--- config.mk ---
export PLATFORM = sky130hd
export DESIGN_NAME = usb2_ep0_ctrl_initiator_flat
export DESIGN_NICKNAME = d
export VERILOG_FILES = /design/src/rtl/usb2_pkg.sv /design/src/rtl/usb2_ep0_ctrl_initiator_if.sv /design/src/rtl/usb2_strobe_hold.sv /design/src/rtl/usb2_ep0_ctrl_initiator.sv /design/src/flat_wrapper.sv
export SDC_FILE = /design/constraint.sdc
export NUM_CORES = 1
export LEC_CHECK = 0
export CORE_MARGIN = 2
export CORE_UTILIZATION = 59
export CTS_BUF_LIST = sky130_fd_sc_hd__clkbuf_8
export DETAILED_ROUTE_END_ITERATION = 6
export PLACE_DENSITY = 0.9
export SLEW_MARGIN = 20
export SYNTH_ARGS = -nofsm -noshare
export SYNTH_HDL_FRONTEND = slang
export SYNTH_SLANG_ARGS = --single-unit
--- constraint.sdc ---
create_clock -name phy_clk -period 13 [get_ports phy_clk]
set_clock_uncertainty 0.1 [all_clocks]
set_input_delay 2.6 -clock phy_clk [delete_from_list [all_inputs] [get_ports phy_clk]]
set_output_delay 2.6 -clock phy_clk [all_outputs]
set_load 0.02 [all_outputs]
--- src/rtl/usb2_pkg.sv ---
// Shared USB 2.0 definitions for the EP0 control initiator:
// PIDs, request codes, status codes and FSM encoding.
package usb2_pkg;

   localparam logic [3:0] PID_OUT   = 4'h1;
   localparam logic [3:0] PID_IN    = 4'h9;
   localparam logic [3:0] PID_SETUP = 4'hD;
   localparam logic [3:0] PID_DATA0 = 4'h3;
   localparam logic [3:0] PID_DATA1 = 4'hB;
   localparam logic [3:0] PID_ACK   = 4'h2;
   localparam logic [3:0] PID_NAK   = 4'hA;
   localparam logic [3:0] PID_STALL = 4'hE;

   localparam logic [7:0] REQ_GET_STATUS    = 8'h00;
   localparam logic [7:0] REQ_SET_ADDR      = 8'h05;
   localparam logic [7:0] REQ_GET_DESCR     = 8'h06;
   localparam logic [7:0] REQ_GET_CONFIG    = 8'h08;
   localparam logic [7:0] REQ_SET_CONFIG    = 8'h09;
   localparam logic [7:0] REQ_SET_INTERFACE = 8'h0B;

   // bmRequestType: [7] direction, [6:5] type, [4:0] recipient
   localparam logic       RT_DIR_OUT = 1'b0;
   localparam logic       RT_DIR_IN  = 1'b1;
   localparam logic [1:0] RT_STD     = 2'd0;
   localparam logic [1:0] RT_CLASS   = 2'd1;
   localparam logic [1:0] RT_VENDOR  = 2'd2;
   localparam logic [4:0] RT_DEVICE  = 5'd0;
   localparam logic [4:0] RT_IFACE   = 5'd1;
   localparam logic [4:0] RT_EP      = 5'd2;

   typedef enum logic [1:0] {
      ST_OK     = 2'd0,
      ST_TO_RDY = 2'd1,
      ST_TO_ACK = 2'd2,
      ST_NO_RSP = 2'd3
   } status_e;

   typedef enum logic [3:0] {
      S_IDLE, S_WAIT_RDY, S_WRITE, S_COMMIT,
      S_WAIT_ACKLO, S_WAIT_RSP, S_LATCH, S_READ,
      S_ARM, S_ARM_ACKLO, S_ARM_HDLO, S_DONE
   } state_e;

   typedef struct packed {
      logic [7:0]  rtype;
      logic [7:0]  code;
      logic [15:0] val;
      logic [15:0] idx;
      logic [15:0] len;
   } setup_t;

   // Bytes 8 and 9 are CRC placeholders and stay zero
   function automatic logic [7:0] setup_byte(setup_t s, logic [3:0] i);
      logic [7:0] b;
      case (i)
         4'd0:    b = s.rtype;
         4'd1:    b = s.code;
         4'd2:    b = s.val[7:0];
         4'd3:    b = s.val[15:8];
         4'd4:    b = s.idx[7:0];
         4'd5:    b = s.idx[15:8];
         4'd6:    b = s.len[7:0];
         4'd7:    b = s.len[15:8];
         default: b = 8'h00;
      endcase
      return b;
   endfunction

endpackage

--- src/rtl/usb2_ep0_ctrl_initiator_if.sv ---
// EP0 buffer interface: input buffer write/commit and
// output buffer read/arm, as seen from the host initiator.
interface usb2_ep0_ctrl_initiator_if;

   logic [8:0] buf_in_addr;
   logic [7:0] buf_in_data;
   logic       buf_in_wren;
   logic       buf_in_ready;
   logic       buf_in_commit;
   logic [9:0] buf_in_commit_len;
   logic       buf_in_commit_ack;
   logic [8:0] buf_out_addr;
   logic [7:0] buf_out_q;
   logic [9:0] buf_out_len;
   logic       buf_out_hasdata;
   logic       buf_out_arm;
   logic       buf_out_arm_ack;

   modport master (
      output buf_in_addr, buf_in_data, buf_in_wren,
      output buf_in_commit, buf_in_commit_len,
      output buf_out_addr, buf_out_arm,
      input  buf_in_ready, buf_in_commit_ack,
      input  buf_out_q, buf_out_len,
      input  buf_out_hasdata, buf_out_arm_ack
   );

   modport slave (
      input  buf_in_addr, buf_in_data, buf_in_wren,
      input  buf_in_commit, buf_in_commit_len,
      input  buf_out_addr, buf_out_arm,
      output buf_in_ready, buf_in_commit_ack,
      output buf_out_q, buf_out_len,
      output buf_out_hasdata, buf_out_arm_ack
   );

endinterface

--- src/rtl/usb2_strobe_hold.sv ---
// Level strobe held for at least HOLD_CYC cycles and until ack is
// seen; gives up with tmo after TIMEOUT_CYC cycles.
module usb2_strobe_hold
   import usb2_pkg::*;
#(
   parameter int HOLD_CYC    = 4,
   parameter int TIMEOUT_CYC = 1024
) (
   input  logic clk,
   input  logic rst,
   input  logic go,
   input  logic ack,
   output logic strobe,
   output logic fin,
   output logic tmo
);

   localparam int HW = $clog2(HOLD_CYC + 1);
   localparam int TW = $clog2(TIMEOUT_CYC + 1);

   logic [HW-1:0] hcnt;
   logic [TW-1:0] tcnt;
   logic          seen;
   logic          held;

   assign held = (hcnt == HW'(HOLD_CYC - 1));
   assign fin  = strobe & (seen | ack) & held;
   assign tmo  = strobe & ~fin & (tcnt == TW'(TIMEOUT_CYC - 1));

   always_ff @(posedge clk or posedge rst) begin
      if (rst) begin
         strobe <= 1'b0;
         hcnt   <= '0;
         tcnt   <= '0;
         seen   <= 1'b0;
      end else if (go) begin
         strobe <= 1'b1;
         hcnt   <= '0;
         tcnt   <= '0;
         seen   <= 1'b0;
      end else if (strobe) begin
         if (fin || tmo) strobe <= 1'b0;
         if (!held) hcnt <= hcnt + 1'b1;
         seen <= seen | ack;
         tcnt <= tcnt + 1'b1;
      end
   end

endmodule

--- src/rtl/usb2_ep0_ctrl_initiator.sv ---
// Host-side EP0 control initiator: writes a SETUP packet, commits,
// reads back the response and re-arms the endpoint.
module usb2_ep0_ctrl_initiator
   import usb2_pkg::*;
#(
   parameter int RD_LAT      = 2,
   parameter int TIMEOUT_CYC = 1024,
   parameter int HOLD_CYC    = 4
) (
   input  logic        phy_clk,
   input  logic        reset,
   input  logic        req_start,
   input  logic [7:0]  req_type,
   input  logic [7:0]  req_code,
   input  logic [15:0] req_val,
   input  logic [15:0] req_idx,
   input  logic [15:0] req_len,
   output logic        req_busy,
   usb2_ep0_ctrl_initiator_if.master ep0,
   output logic        rsp_valid,
   output logic [7:0]  rsp_data,
   output logic [9:0]  rsp_idx,
   output logic        done,
   output logic [1:0]  status,
   output logic [9:0]  rsp_count
);

   localparam int TW = $clog2(TIMEOUT_CYC + 1);

   state_e        state, state_n;
   status_e       st_q, st_val;
   logic          st_set;
   setup_t        req;
   logic [3:0]    wcnt;
   logic [TW-1:0] tcnt;
   logic [4:0]    rcnt;
   logic [9:0]    n, ra, rsp_cnt;
   logic          pipe_v [RD_LAT];
   logic [9:0]    pipe_i [RD_LAT];
   logic          issue, tmo_hit, start;
   logic          cm_go, cm_fin, cm_tmo;
   logic          am_go, am_fin, am_tmo;

   assign start   = (state == S_IDLE) && req_start;
   assign issue   = (state == S_READ) && (ra < n);
   assign tmo_hit = (tcnt == TW'(TIMEOUT_CYC - 1));

   assign req_busy  = (state != S_IDLE) && (state != S_DONE);
   assign done      = (state == S_DONE);
   assign status    = st_q;
   assign rsp_count = rsp_cnt;

   assign ep0.buf_in_wren       = (state == S_WRITE);
   assign ep0.buf_in_addr       = {5'd0, wcnt};
   assign ep0.buf_in_data       = setup_byte(req, wcnt);
   assign ep0.buf_in_commit_len = 10'd10;
   assign ep0.buf_out_addr      = ra[8:0];

   usb2_strobe_hold #(.HOLD_CYC(HOLD_CYC), .TIMEOUT_CYC(TIMEOUT_CYC)) u_commit (
      .clk(phy_clk), .rst(reset), .go(cm_go), .ack(ep0.buf_in_commit_ack),
      .strobe(ep0.buf_in_commit), .fin(cm_fin), .tmo(cm_tmo)
   );

   usb2_strobe_hold #(.HOLD_CYC(HOLD_CYC), .TIMEOUT_CYC(TIMEOUT_CYC)) u_arm (
      .clk(phy_clk), .rst(reset), .go(am_go), .ack(ep0.buf_out_arm_ack),
      .strobe(ep0.buf_out_arm), .fin(am_fin), .tmo(am_tmo)
   );

   always_comb begin
      state_n = state;
      st_set  = 1'b0;
      st_val  = ST_OK;
      cm_go   = 1'b0;
      am_go   = 1'b0;
      unique case (state)
         S_IDLE:
            if (req_start) state_n = S_WAIT_RDY;
         S_WAIT_RDY:
            if (ep0.buf_in_ready) state_n = S_WRITE;
            else if (tmo_hit) begin
               state_n = S_DONE; st_set = 1'b1; st_val = ST_TO_RDY;
            end
         S_WRITE:
            if (wcnt == 4'd9) begin state_n = S_COMMIT; cm_go = 1'b1; end
         S_COMMIT:
            if (cm_fin) state_n = S_WAIT_ACKLO;
            else if (cm_tmo) begin
               state_n = S_DONE; st_set = 1'b1; st_val = ST_TO_ACK;
            end
         S_WAIT_ACKLO:
            if (!ep0.buf_in_commit_ack) state_n = S_WAIT_RSP;
            else if (tmo_hit) begin
               state_n = S_DONE; st_set = 1'b1; st_val = ST_TO_ACK;
            end
         // ready back without data for 16 cycles means EP0 refused it
         S_WAIT_RSP:
            if (ep0.buf_out_hasdata) state_n = S_LATCH;
            else if ((ep0.buf_in_ready && rcnt == 5'd15) || tmo_hit) begin
               state_n = S_DONE; st_set = 1'b1; st_val = ST_NO_RSP;
            end
         S_LATCH:
            if (ep0.buf_out_len == 10'd0) begin
               state_n = S_ARM; am_go = 1'b1;
            end else state_n = S_READ;
         S_READ:
            if (rsp_cnt == n) begin state_n = S_ARM; am_go = 1'b1; end
         S_ARM:
            if (am_fin) state_n = S_ARM_ACKLO;
            else if (am_tmo) begin
               state_n = S_DONE; st_set = 1'b1; st_val = ST_TO_ACK;
            end
         S_ARM_ACKLO:
            if (!ep0.buf_out_arm_ack) state_n = S_ARM_HDLO;
            else if (tmo_hit) begin
               state_n = S_DONE; st_set = 1'b1; st_val = ST_TO_ACK;
            end
         S_ARM_HDLO:
            if (!ep0.buf_out_hasdata) state_n = S_DONE;
            else if (tmo_hit) begin
               state_n = S_DONE; st_set = 1'b1; st_val = ST_TO_ACK;
            end
         S_DONE:
            state_n = S_IDLE;
         default:
            state_n = S_IDLE;
      endcase
   end

   always_ff @(posedge phy_clk or posedge reset) begin
      if (reset) begin
         state     <= S_IDLE;
         st_q      <= ST_OK;
         req       <= '0;
         wcnt      <= '0;
         tcnt      <= '0;
         rcnt      <= '0;
         n         <= '0;
         ra        <= '0;
         rsp_cnt   <= '0;
         rsp_valid <= 1'b0;
         rsp_data  <= '0;
         rsp_idx   <= '0;
         for (int k = 0; k < RD_LAT; k++) begin
            pipe_v[k] <= 1'b0;
            pipe_i[k] <= '0;
         end
      end else begin
         state <= state_n;
         tcnt  <= (state_n != state) ? '0 : tcnt + 1'b1;
         wcnt  <= (state == S_WRITE) ? wcnt + 1'b1 : 4'd0;
         if (state == S_WAIT_RSP && ep0.buf_in_ready && !ep0.buf_out_hasdata)
            rcnt <= rcnt + 1'b1;
         else
            rcnt <= '0;
         if (start) begin
            req     <= '{req_type, req_code, req_val, req_idx, req_len};
            st_q    <= ST_OK;
            rsp_cnt <= '0;
         end else if (st_set) st_q <= st_val;
         if (state == S_LATCH) begin
            n  <= ep0.buf_out_len;
            ra <= '0;
         end else if (issue) ra <= ra + 1'b1;
         // address tag travels alongside the RD_LAT-cycle read
         pipe_v[0] <= issue;
         pipe_i[0] <= ra;
         for (int k = 1; k < RD_LAT; k++) begin
            pipe_v[k] <= pipe_v[k-1];
            pipe_i[k] <= pipe_i[k-1];
         end
         rsp_valid <= pipe_v[RD_LAT-1];
         if (pipe_v[RD_LAT-1]) begin
            rsp_data <= ep0.buf_out_q;
            rsp_idx  <= pipe_i[RD_LAT-1];
            rsp_cnt  <= rsp_cnt + 1'b1;
         end
      end
   end

endmodule

--- src/flat_wrapper.sv ---
// flat-port wrapper written by rule: the top's interface ports become plain ports
module usb2_ep0_ctrl_initiator_flat import usb2_pkg::*;
#(
   parameter int RD_LAT      = 2,
   parameter int TIMEOUT_CYC = 1024,
   parameter int HOLD_CYC    = 4
)
  (phy_clk, reset, req_start, req_type, req_code, req_val, req_idx, req_len, req_busy, rsp_valid, rsp_data, rsp_idx, done, status, rsp_count, ep0_buf_in_addr, ep0_buf_in_data, ep0_buf_in_wren, ep0_buf_in_commit, ep0_buf_in_commit_len, ep0_buf_out_addr, ep0_buf_out_arm, ep0_buf_in_ready, ep0_buf_in_commit_ack, ep0_buf_out_q, ep0_buf_out_len, ep0_buf_out_hasdata, ep0_buf_out_arm_ack);
  usb2_ep0_ctrl_initiator_if ep0_i ();
  input  logic phy_clk;
  input  logic reset;
  input  logic req_start;
  input  logic [7:0] req_type;
  input  logic [7:0] req_code;
  input  logic [15:0] req_val;
  input  logic [15:0] req_idx;
  input  logic [15:0] req_len;
  output logic req_busy;
  output logic rsp_valid;
  output logic [7:0] rsp_data;
  output logic [9:0] rsp_idx;
  output logic done;
  output logic [1:0] status;
  output logic [9:0] rsp_count;
  output wire logic [$bits(ep0_i.buf_in_addr)-1:0] ep0_buf_in_addr;
  output wire logic [$bits(ep0_i.buf_in_data)-1:0] ep0_buf_in_data;
  output wire logic [$bits(ep0_i.buf_in_wren)-1:0] ep0_buf_in_wren;
  output wire logic [$bits(ep0_i.buf_in_commit)-1:0] ep0_buf_in_commit;
  output wire logic [$bits(ep0_i.buf_in_commit_len)-1:0] ep0_buf_in_commit_len;
  output wire logic [$bits(ep0_i.buf_out_addr)-1:0] ep0_buf_out_addr;
  output wire logic [$bits(ep0_i.buf_out_arm)-1:0] ep0_buf_out_arm;
  input wire logic [$bits(ep0_i.buf_in_ready)-1:0] ep0_buf_in_ready;
  input wire logic [$bits(ep0_i.buf_in_commit_ack)-1:0] ep0_buf_in_commit_ack;
  input wire logic [$bits(ep0_i.buf_out_q)-1:0] ep0_buf_out_q;
  input wire logic [$bits(ep0_i.buf_out_len)-1:0] ep0_buf_out_len;
  input wire logic [$bits(ep0_i.buf_out_hasdata)-1:0] ep0_buf_out_hasdata;
  input wire logic [$bits(ep0_i.buf_out_arm_ack)-1:0] ep0_buf_out_arm_ack;
  assign ep0_buf_in_addr = ep0_i.buf_in_addr;
  assign ep0_buf_in_data = ep0_i.buf_in_data;
  assign ep0_buf_in_wren = ep0_i.buf_in_wren;
  assign ep0_buf_in_commit = ep0_i.buf_in_commit;
  assign ep0_buf_in_commit_len = ep0_i.buf_in_commit_len;
  assign ep0_buf_out_addr = ep0_i.buf_out_addr;
  assign ep0_buf_out_arm = ep0_i.buf_out_arm;
  assign ep0_i.buf_in_ready = ep0_buf_in_ready;
  assign ep0_i.buf_in_commit_ack = ep0_buf_in_commit_ack;
  assign ep0_i.buf_out_q = ep0_buf_out_q;
  assign ep0_i.buf_out_len = ep0_buf_out_len;
  assign ep0_i.buf_out_hasdata = ep0_buf_out_hasdata;
  assign ep0_i.buf_out_arm_ack = ep0_buf_out_arm_ack;
  usb2_ep0_ctrl_initiator #(.RD_LAT(RD_LAT), .TIMEOUT_CYC(TIMEOUT_CYC), .HOLD_CYC(HOLD_CYC)) u_core (.phy_clk(phy_clk), .reset(reset), .req_start(req_start), .req_type(req_type), .req_code(req_code), .req_val(req_val), .req_idx(req_idx), .req_len(req_len), .req_busy(req_busy), .ep0(ep0_i), .rsp_valid(rsp_valid), .rsp_data(rsp_data), .rsp_idx(rsp_idx), .done(done), .status(status), .rsp_count(rsp_count));
endmodule
Word level (Yosys, flattened, before mapping). Index checks and enable logic that the tools add are counted. Widths: inputs -> output; s select.

Register bits: 193. Bits of input ports: 89. Output and inout bits: 72.

Mux-type cells: 76. Eq/ne operators: 30. Add/sub/neg operators: 9. Reductions and logical operators: 21. Magnitude comparators: 1. Bitwise logic cells: 12.

Operator list (number): $mux 4 (16); $pmux 8 s8 (1); $mux 11 (5); $pmux 4 s11 (1); $mux 10 (4); $add 11x1->11 const B (3); $eq 11x10->1 const B (3); $eq 4x3->1 const B (8); $mux 1 (26); $mux 2 (13); $add 10x1->10 const B (2); $eq 4x4->1 const B (5); $mux 3 (6); $eq 4x2->1 const B (4); $pmux 2 s7 (1); $eq 10x10->1 (1); $logic_not 10->1 (1); $lt 10x10->1 (1); $reduce_bool 2->1 (5); $and 1x1->1 (8); $eq 4x1->1 const B (2); $logic_not 4->1 (2); $pmux 1 s7 (1); $add 3x1->3 const B (2); other kinds (16) (28).

Depth between registers and ports, before layout. Gate-level depths: netlist of run 1.

Depth after elaboration: 11. Gate-level depth with buffers: 11.

Cells and area by module. A second synthesis of run 1 with hierarchy kept.

Cell total of the unflattened synthesis: 827. Area, all modules: 9275.1 sq um.

By module, submodules not included: usb2_ep0_ctrl_initiator (cells an instance 667, area an instance 7643.6 sq um, times used 1); usb2_strobe_hold (cells an instance 80, area an instance 815.8 sq um, times used 2).

Worst setup path before layout of run 1. No wires, ideal clock.

Path kind: reg2out. From: reg u_core.wcnt[0]. To: out ep0_buf_in_data[0]. Stages on the path, launching flop included: 6. Arrival: 1.993 ns. Path buffers: 2. Path slack: 8.307 ns. Cells stage by stage: dfrtp_1 ha_1 clkbuf_1 clkbuf_1 a22oi_1 a311oi_1.

Longest elaborated chain between the ends: 2. Elaborated cells between the ends (all ways): 9. Classes of those cells: eq/ne: 7; mux: 1; reduce/logical: 1.

Ends and longest elaborated chain: start: declaration (RTL line usb2_ep0_ctrl_initiator.sv:34) `logic [3:0] wcnt;`; start signal: assignment (RTL line usb2_ep0_ctrl_initiator.sv:150) `wcnt <= (state == S_WRITE) ? wcnt + 1'b1 : 4'd0;`; $eq 4x3->1 (tied with other cells) (RTL line usb2_pkg.sv:55) `case (i)`; $pmux 8 s8 (*) (RTL line usb2_pkg.sv:55); end: declaration (RTL line flat_wrapper.sv:26) `output wire logic [$bits(ep0_i.buf_in_data)-1:0] ep0_buf_in_data;`.

Every way passes the cells marked *; elsewhere a longest branch is shown, timed or not.

Worst setup path after layout of run 1. Ends and elaborated chain as after synthesis.

==> impl_metrics.ini, run 1 <==
[clock_tree]
post_cts_buffers = 0
cts.sinks = 193
htree_num_levels = 4
clk_pin_slew_ns = 0.10
cts_tree = built
insertion_delay_ns = 0.47
hold_buffers = 0
cts.path.max_buffers = 2
cts.repair.resized = 0
root_buffer = clkbuf_8
numCtsBuffers = 17

[routing]
first_pass_iters = 7
dr_total_vias = 6615
ant_nets = 0
drtIter0Drc = 631
wl_um = 20100
vias_per_cell = 5.87
drc = 0
post_drt_wl_per_cell_um = 17.9

[timing]
grt_setup_unrepaired = no
relSlewSlack_pct = 33.7
period_needed_ns = 5.76
final.setup.tns_ns = 0
tightest_slew_ns = 0.995
timing.fmax_mhz = 174
finalHoldViolCount = 0
finalCritPeriodShare_pct = 44.3
slew_viol_final = 0
setup_viol = 0

[min_path]
worstHoldStart = u_core.pipe_i[15]$_DFF_PP0_
hold_path_class = flop to flop

[grt]
grtUsageMet1_pct = 34.8
grt_pass1_vias = 6543
grt_use_total_pct = 25.6
grt_max_degree = 125
grt_pass1_wl_um = 33100
globalRouteMet2Util_pct = 39.1
antenna_found_initial = 1
gr-total-overflow = 0
grt.busiest_layer = met2
met3_usage_pct = 7.23

[synth]
synth_edf_count = 0
ys_types = 71
syn_inst = 806
ys.flop_type = dfrtp_1
seq_area_frac_synth_pct = 52.8
synth_area_mm2 = 0.00915
ys_top_cells_by_area = dfrtp_1, mux2_2, ha_1
yosys_warnings = 0
synthArstFlopShare_pct = 100
ys_ff_latch = 193
synth_top_area_share_pct = 52.8
yosys.area.top_type = dfrtp_1
syn_avg_cell_area_um2 = 11.4

[die]
ioPinCount = 161
num_rows = 45
dieHeight_um = 129
start_util_pct = 60.2
die-area_mm2 = 0.0165
core_mm2 = 0.0152
chipWidth_um = 129

[pwr]
power_density_mw_per_mm2 = 157
finalPower_uw = 1730
vdd_ir_drop_max_mv = 0.127
leakage_uw = 0.00485

[place]
place_congestion = 0.888
dp_cells = 1095
hpwlAfterDp_um = 14100
io_buffers = 145

[worst_setup_path]
crit_path_start = u_core.wcnt[0]$_DFF_PP0_
r2r-start = u_core.state[1]$_DFF_PP0_
startpoint_type = flop
cp-end-kind = primary output
path_class = flop to primary output
worst-path-max-fanout = 16
required_ns = 10.30
arrival_ns = 3.06

[layout]
syn_to_final_growth_pct = 20.2
nets = 1039
fin_cells = 1127
nFillCells = 985
layout-drive-gt1-share_pct = 15.2

[outcome]
status = completed

[run]
drv_cap = 0
-- final timing paths --
| kind | to | slack, ns | cells past startpoint |
|---|---|---|---|
| worst min register to register | u_core.pipe_i[5]$_DFF_PP0_ | 0.26 | 0 |
| max in group asynchronous | u_core.u_arm.tcnt[10]$_DFFE_PP0P_ | 8.81 | 3 |
| worst max-delay path | ep0_buf_in_data[0] | 7.24 | 6 |
| worst min-delay path | u_core.pipe_i[5]$_DFF_PP0_ | 0.26 | 0 |
| min in group asynchronous | u_core.req[12]$_DFFE_PP0P_ | 2.59 | 2 |
| worst max register to register | u_core.tcnt[10]$_DFF_PP0_ | 9.35 | 7 |
-- critical path, cell delays in order, from the launching register on --
cell	delay, ns
dfrtp_1	0.45
inv_1	0.11
ha_1	0.60
a22o_1	0.27
nor3_1	0.07
a311oi_1	0.42
clkdlybuf4s50_1	0.68
-- final cells by class --
cell class | count | area, µm² | share of cell area (%)
Multi-Input combinational cell | 542 | 3960 | 36.0
Clock buffer | 17 | 234 | 2.13
Sequential cell | 193 | 4830 | 43.9
Inverter | 24 | 97.6 | 0.887
Clock inverter | 14 | 171 | 1.56
Timing Repair Buffer | 148 | 1470 | 13.4
Antenna cell | 1 | 2.50 | 0.0228
Tap cell | 188 | 235 | 2.14
-- kinds of logic (layout without fill, tap and decap cells) --
| kind of cell | count (synthesis) | count (layout) | synth area share, % |
|---|---|---|---|
| and+or+nand+nor | 231 | 231 | 12.9 |
| other | 2 | 16 | 0.0821 |
| xor gates and xnor gates | 50 | 50 | 4.87 |
| adders and majority gates | 24 | 24 | 3.28 |
| AOI/OAI and AO/OA | 125 | 125 | 9.56 |
| muxes | 97 | 97 | 11.8 |
| buffers and inverters | 84 | 203 | 4.72 |
| DFF | 193 | 193 | 52.8 |
-- metal layers --
layer | up-vias | wire (µm)
met3 | 42 | 1230
met5 | - | 0
met4 | 0 | 530
met2 | 228 | 9670
li1 | 3069 | -
met1 | 3276 | 8700
-- flip-flops by register name, indices dropped and copies added (netlist names), 2 cells and up --
name	count
u_core.n	10
u_core.rsp_idx	10
u_core.req	64
u_core.pipe_i	20
u_core.u_arm.hcnt	3
u_core.rsp_count	10
u_core.status	2
u_core.rsp_data	8
u_core.pipe_v	2
u_core.ra	10
u_core.state	4
u_core.wcnt	4
u_core.u_commit.hcnt	3
u_core.rcnt	5
u_core.tcnt	11
u_core.u_arm.tcnt	11
u_core.u_commit.tcnt	11
-- placed cells by master, fill, tap and decap left out, types with 4 or more instances in the layout --
| cell | synthesis | final |
|---|---|---|
| xnor2_1 | 16 | 16 |
| nor2_1 | 70 | 70 |
| ha_1 | 24 | 24 |
| a21oi_1 | 20 | 20 |
| nand2b_1 | 7 | 7 |
| mux2i_1 | 10 | 10 |
| clkbuf_8 | 0 | 17 |
| a22oi_1 | 7 | 7 |
| clkdlybuf4s50_1 | 0 | 145 |
| xor2_1 | 33 | 33 |
| mux2_2 | 87 | 87 |
| a31oi_1 | 5 | 5 |
| o21ai_0 | 26 | 26 |
| and3_1 | 6 | 6 |
| o211ai_1 | 6 | 6 |
| a22o_1 | 6 | 6 |
| nor2b_1 | 9 | 9 |
| inv_1 | 24 | 23 |
| nand3_1 | 24 | 23 |
| nor3_1 | 11 | 11 |
| a211oi_1 | 4 | 4 |
| a222oi_1 | 8 | 8 |
| nand4_1 | 15 | 15 |
| dfrtp_1 | 193 | 193 |
| conb_1 | 2 | 15 |
| nand2_1 | 55 | 55 |
| nor4_1 | 4 | 4 |
| nor3_2 | 5 | 5 |
| o31ai_1 | 8 | 8 |
| a21o_1 | 4 | 4 |
-- metrics by stage --
step | utilization (%) | setup WS (ns) | hold slack, ns | instance area [µm²]
3_3_place_gp | 69.6 | 7.43 | 0.232 | 10600
6_report | 72.4 | 7.24 | 0.264 | 11000
4_1_cts | 72.3 | 7.30 | 0.260 | 11000
2_1_floorplan | - | 5.04 | 0.231 | 9200
3_5_place_dp | 69.6 | 7.33 | 0.236 | 10600
5_1_grt | 72.4 | 7.08 | 0.272 | 11000
-- where the power goes --
part | leakage, µW | switching (µW) | internal, µW
Sequential | 0.00248 | 85.0 | 716
Clock | 0.000200 | 221 | 176
Combinational | 0.00217 | 262 | 268
Total | 0.00485 | 568 | 1160
-- Yosys cell counts (3+ instances only) --
| cell | instances |
|---|---|
| or4_1 | 3 |
| a311oi_1 | 3 |
| and3_1 | 6 |
| a21oi_1 | 20 |
| nand4_1 | 15 |
| xor2_1 | 33 |
| nand3_1 | 24 |
| a31oi_1 | 5 |
| o21ai_0 | 26 |
| buf_4 | 25 |
| a222oi_1 | 8 |
| o31ai_1 | 8 |
| a22oi_1 | 7 |
| mux2_2 | 87 |
| nor2_1 | 70 |
| nor3_1 | 11 |
| buf_1 | 4 |
| inv_1 | 24 |
| nor3_2 | 5 |
| mux2i_1 | 10 |
| nor4_1 | 4 |
| a21o_1 | 4 |
| nor2b_1 | 9 |
| clkbuf_1 | 23 |
| a211oi_1 | 4 |
| ha_1 | 24 |
| xnor2_1 | 16 |
| and2_1 | 3 |
| buf_2 | 6 |
| o211ai_1 | 6 |
| o21ai_1 | 3 |
| nand2_1 | 55 |
| nand2b_1 | 7 |
| dfrtp_1 | 193 |
| a22o_1 | 6 |
No activity file was read; power rests on OpenSTA's default activity.
==> run 2: changes to the inputs <==
CORE_UTILIZATION = 50   (was 59)
PLACE_DENSITY = 0.81   (was 0.9)
clock period = 5 ns   (was 13 ns; I/O delays follow)
==> run 2 against run 1 <==
  * Core utilization down 11 points
  * Sequential cell count unchanged
  * Clock power rose to 2.5 times the previous value
  * Register-to-register slack worse by 7.4 ns
  * Die area up 17%
  * Hold slack worse by 0.00082 ns
  * Critical path type unchanged
==> impl_metrics.ini, run 2 (synthesis results as in run 1) <==
[outcome]
status = completed

[clock_tree]
cts.path.max_buffers = 2
numCtsBuffers = 17
clk_pin_slew_ns = 0.11
hold_buffers = 0
root_buffer = clkbuf_8
htree_num_levels = 4
cts.sinks = 193
cts.repair.resized = 0
post_cts_buffers = 0
cts_tree = built
insertion_delay_ns = 0.47

[timing]
timing.fmax_mhz = 246
finalHoldViolCount = 0
grt_setup_unrepaired = no
tightest_slew_ns = 1.03
relSlewSlack_pct = 31.6
finalCritPeriodShare_pct = 81.2
slew_viol_final = 0
setup_viol = 0
final.setup.tns_ns = 0
period_needed_ns = 4.06

[layout]
layout-drive-gt1-share_pct = 15.5
mostFrequentLayoutCells = dfrtp_1, clkdlybuf4s50_1, mux2_2, nor2_1, nand2_1
layout.cells.most_common = dfrtp_1
regMostFlops = u_core.req
reg.largest.list = u_core.req x64, u_core.pipe_i x20
fin_cells = 1172
largest_reg_flops = 64
antennaDiodeCount = 0
nFillCells = 1413
nets = 1043
syn_to_final_growth_pct = 21.2

[worst_setup_path]
path_class = flop to primary output
worst-path-max-fanout = 16
arrival_ns = 2.96
cp-end-kind = primary output
startpoint_type = flop
required_ns = 3.90

[pwr]
clockPowerShare_pct = 22.8
pwr-share-comb_pct = 30.6
vdd_ir_drop_max_mv = 0.295
switching_power_uw = 1500
power_density_mw_per_mm2 = 401
switching_share_pct = 33.7
leakage_uw = 0.00488
power.internal_uw = 2950
pwr-share-seq_pct = 46.6

[routing]
post_drt_wl_per_cell_um = 17.3
first_pass_iters = 5
wl_um = 20200
drtIter0Drc = 430
drc = 0
vias_per_cell = 5.55
dr_total_vias = 6499
ant_nets = 0

[grt]
grt_use_total_pct = 21.5
antenna_found_initial = 0
gr-total-overflow = 0
grt_pass1_wl_um = 33700
grt_max_degree = 95
grt_pass1_vias = 6607

[place]
place_congestion = 0.857
hpwlAfterDp_um = 14200
dp_cells = 1140
io_buffers = 145

[die]
start_util_pct = 50.9
die-area_mm2 = 0.0194
core_mm2 = 0.0180
num_rows = 49
chipWidth_um = 139
ioPinCount = 161
dieHeight_um = 139

[min_path]
hold_path_class = flop to flop

[run]
drv_cap = 0
==> run 2: changes by cell type in the layout (fill, tap and decap cells not counted), moves of 2 or more <==
cell	before	now
inv_6	3	5
inv_8	3	1
bufinv_16	2	0
clkinv_8	1	4
buf_12	0	2
buf_4	3	5
==> run 2: cell type report <==
type | instances | area [µm²] | area share (%)
multi-input cells | 542 | 3950 | 35.6
repair buffers | 152 | 1530 | 13.8
well taps | 229 | 287 | 2.58
clock inverters | 14 | 158 | 1.42
flip-flops and latches | 193 | 4830 | 43.5
inverters | 24 | 93.8 | 0.846
clock buffers | 18 | 248 | 2.23
==> run 2: metal layers <==
| metal | vias to the layer above | routed length, µm | track usage (%) |
|---|---|---|---|
| met4 | 0 | 291 | 5.48 |
| met2 | 185 | 9740 | 34.5 |
| li1 | 3069 | - | - |
| met3 | 19 | 1130 | 5.47 |
| met1 | 3226 | 9070 | 29.4 |
| met5 | - | 0 | 0 |
==> run 2: final timing paths <==
path,endpoint,start,slack [ns],depth (start not counted)
setup / recovery,ep0_buf_in_data[1],u_core.wcnt[0]$_DFF_PP0_,0.94,6
hold / removal,u_core.pipe_i[1]$_DFF_PP0_,u_core.pipe_i[11]$_DFF_PP0_,0.26,0
setup reg to reg,u_core.tcnt[5]$_DFF_PP0_,u_core.wcnt[2]$_DFF_PP0_,1.90,6
hold reg to reg,u_core.pipe_i[1]$_DFF_PP0_,u_core.pipe_i[11]$_DFF_PP0_,0.26,0
max in group asynchronous,u_core.req[33]$_DFFE_PP0P_,reset,3.16,3
min in group asynchronous,u_core.u_commit.tcnt[2]$_DFFE_PP0P_,reset,0.81,2
==> run 2: power groups by stage <==
| stage | clock network [µW] | registers, µW | logic, µW |
|---|---|---|---|
| after detailed placement | 0 | 2100 | 1370 |
| after floorplan | 0 | 2020 | 1000 |
| after global routing | 1100 | 2110 | 1490 |
| after global placement | 0 | 2080 | 1330 |
| after CTS | 1030 | 2070 | 1370 |
| final | 1010 | 2080 | 1360 |
==> run 2: critical path: stages, from the launching register on <==
cell and delay, ns:
dfrtp_1 0.46, inv_1 0.11, ha_1 0.62, a22o_1 0.24
nor3_1 0.06, a311oi_1 0.32, clkdlybuf4s50_1 0.68
==> run 2: metrics by stage <==
stage               utilization, %  setup WS, ns  power (µW)  instance area (µm²)  hold WS [ns]
floorplan                        -          1.41        3020                 9200         0.231
global placement              59.5          1.35        3420                10700         0.232
detailed placement            59.5          1.33        3460                10700         0.236
CTS                           61.8         0.925        4480                11100         0.262
global route                  61.8         0.758        4700                11100         0.264
finish                        61.8         0.941        4450                11100         0.263
==> run 3: changes to the inputs <==
clock period = 3.65 ns   (was 5 ns; I/O delays follow)
==> run 3 against run 2 <==
  * Cell area up 0.72%
  * Clock power up 34%
  * First-iteration DRC count up 35%
  * Largest cell class unchanged
  * Non-clock buffer count up 13
  * Via count up 1.4%
  * Highest routed layer unchanged
  * Sequential cell count unchanged
  * Setup slack worse by 0.77 ns
  * Combinational power up 40%
  * Clock-buffer cell count unchanged
  * Register-to-register slack worse by 1.3 ns
==> impl_metrics.ini, run 3 (synthesis results as in run 1) <==
[outcome]
status = completed

[pwr]
power.internal_uw = 4090
pwr-share-comb_pct = 31.3
switching_power_uw = 2000
switching_share_pct = 32.8
clockPowerShare_pct = 22.2
leakage_uw = 0.00494
pwr-share-seq_pct = 46.5
vdd_ir_drop_max_mv = 0.402
power_density_mw_per_mm2 = 545

[routing]
dr_wl_met2_um = 9950
dr_total_vias = 6589
drtIter0Drc = 580
ant_nets = 0
first_pass_iters = 6
post_drt_wl_per_cell_um = 17.4
vias_per_cell = 5.56
wl_um = 20600
drc = 0
wl_met1_um = 9120
topRoutingLayerUsed = met4
wl_met3_um = 1060

[die]
start_util_pct = 50.9
chipWidth_um = 139
ioPinCount = 161
core_mm2 = 0.0180
dieHeight_um = 139
num_rows = 49
die-area_mm2 = 0.0194

[place]
post-place-ws_ns = 0.225
place_congestion = 0.945
io_buffers = 145
hpwlAfterDp_um = 14800
placed_cell_area_mm2 = 0.0108

[clock_tree]
insertion_delay_ns = 0.48
cts_tree = built
htree_num_levels = 4
numCtsBuffers = 17
cts.path.max_buffers = 2
cts.sinks = 193
clk_pin_slew_ns = 0.10
post_cts_buffers = 0
root_buffer = clkbuf_8

[timing]
relSlewSlack_pct = 36.4
final.setup.tns_ns = 0
tightest_slew_ns = 0.953
period_needed_ns = 3.47
timing.fmax_mhz = 288
finalCritPeriodShare_pct = 95.2
slew_viol_final = 0
finalHoldViolCount = 0
hold_slack_ns = 0.253
grt_setup_unrepaired = no
setup_slack_ns = 0.175
setup_viol = 0

[worst_setup_path]
cpPeakStageDelay_ns = 0.56
r2r_setup_slack_ns = 0.64
r2r-start = u_core.state[1]$_DFF_PP0_
path_cells = inv_1, ha_1, buf_4, a222oi_1, a21o_1, a31oi_1, clkdlybuf4s50_1
crit_slowest_cell = clkdlybuf4s50_1
arrival_ns = 2.64
required_ns = 2.82
path_class = flop to primary output
startpoint_type = flop
crit_path_start = u_core.wcnt[0]$_DFF_PP0_
worst-path-max-fanout = 16
cp-end-kind = primary output

[run]
drv_cap = 0

[min_path]
worstHoldStart = u_core.pipe_i[19]$_DFF_PP0_
hold_path_class = flop to flop

[grt]
grt_pass1_vias = 6581
grt_use_total_pct = 21.7
antenna_found_initial = 0
grt_max_degree = 72
grt_pass1_wl_um = 33800
gr-total-overflow = 0

[layout]
mostFrequentLayoutCells = dfrtp_1, clkdlybuf4s50_1, mux2_2, nor2_1, nand2_1
post-route-util_pct = 62.2
largest_reg_flops = 64
nets = 1056
reg.largest.list = u_core.req x64, u_core.pipe_i x20
syn_to_final_growth_pct = 22.1
layout-drive-gt1-share_pct = 16.7
regMostFlops = u_core.req
layout.cells.most_common = dfrtp_1
final_area_mm2 = 0.0112
antennaDiodeCount = 0
[run 3: cell count changes in the layout (fill, tap and decap cells not counted), moves of 2 or more]
cell        before  now
buf_4            5   18
clkinv_2         0    2
clkinv_4         2    0
clkinv_8         4    1
clkinvlp_4       1    4
ha_1            24   22
ha_2             0    2
[run 3: final timing paths]
kind | to | cells past startpoint
max | ep0_buf_in_data[5] | 7
min | u_core.pipe_i[9]$_DFF_PP0_ | 0
max reg2reg | u_core.tcnt[10]$_DFF_PP0_ | 8
min reg2reg | u_core.pipe_i[9]$_DFF_PP0_ | 0
max in group asynchronous | u_core.u_arm.hcnt[1]$_DFFE_PP0P_ | 3
min in group asynchronous | u_core.wcnt[2]$_DFF_PP0_ | 2
[run 3: timing repair]
action	CTS	global route
gates resized for setup	2	1
endpoints found under the setup margin	4	1
hold buffers	0	0
[run 3: layout make-up]
class | instances | area (µm²)
multi-input cells | 542 | 3960
inverters | 24 | 93.8
clock buffers | 18 | 248
fillers | 1451 | 6790
well taps | 229 | 287
flip-flops and latches | 193 | 4830
repair buffers | 165 | 1630
clock inverters | 14 | 133
[run 3: through the flow]
step	std cells	total power, µW
global placement	1153	4710
detailed placement	1153	4770
finish	1185	6090
global route	1185	6420
CTS	1185	6130
floorplan	819	4140
[run 3: metal layers]
layer,global-route usage (%),up-vias
met3,4.34,43
met5,0,-
li1,-,3094
met1,29.6,3266
met2,34.4,186
met4,8.40,0
[run 3: power by group through the flow]
stage	combinational [µW]	clock, µW	sequential (µW)
CTS	1920	1380	2820
floorplan	1370	0	2770
global route	2060	1480	2880
detailed placement	1910	0	2860
global placement	1870	0	2840
finish	1910	1350	2830
[run 3: critical path, delay by kind of cell, from the launching register on]
kind,cells,cell delay [ns]
buffers and inverters,3,0.85
AOI/OAI and AO/OA,3,0.70
DFF,1,0.43
adders and majority gates,1,0.20
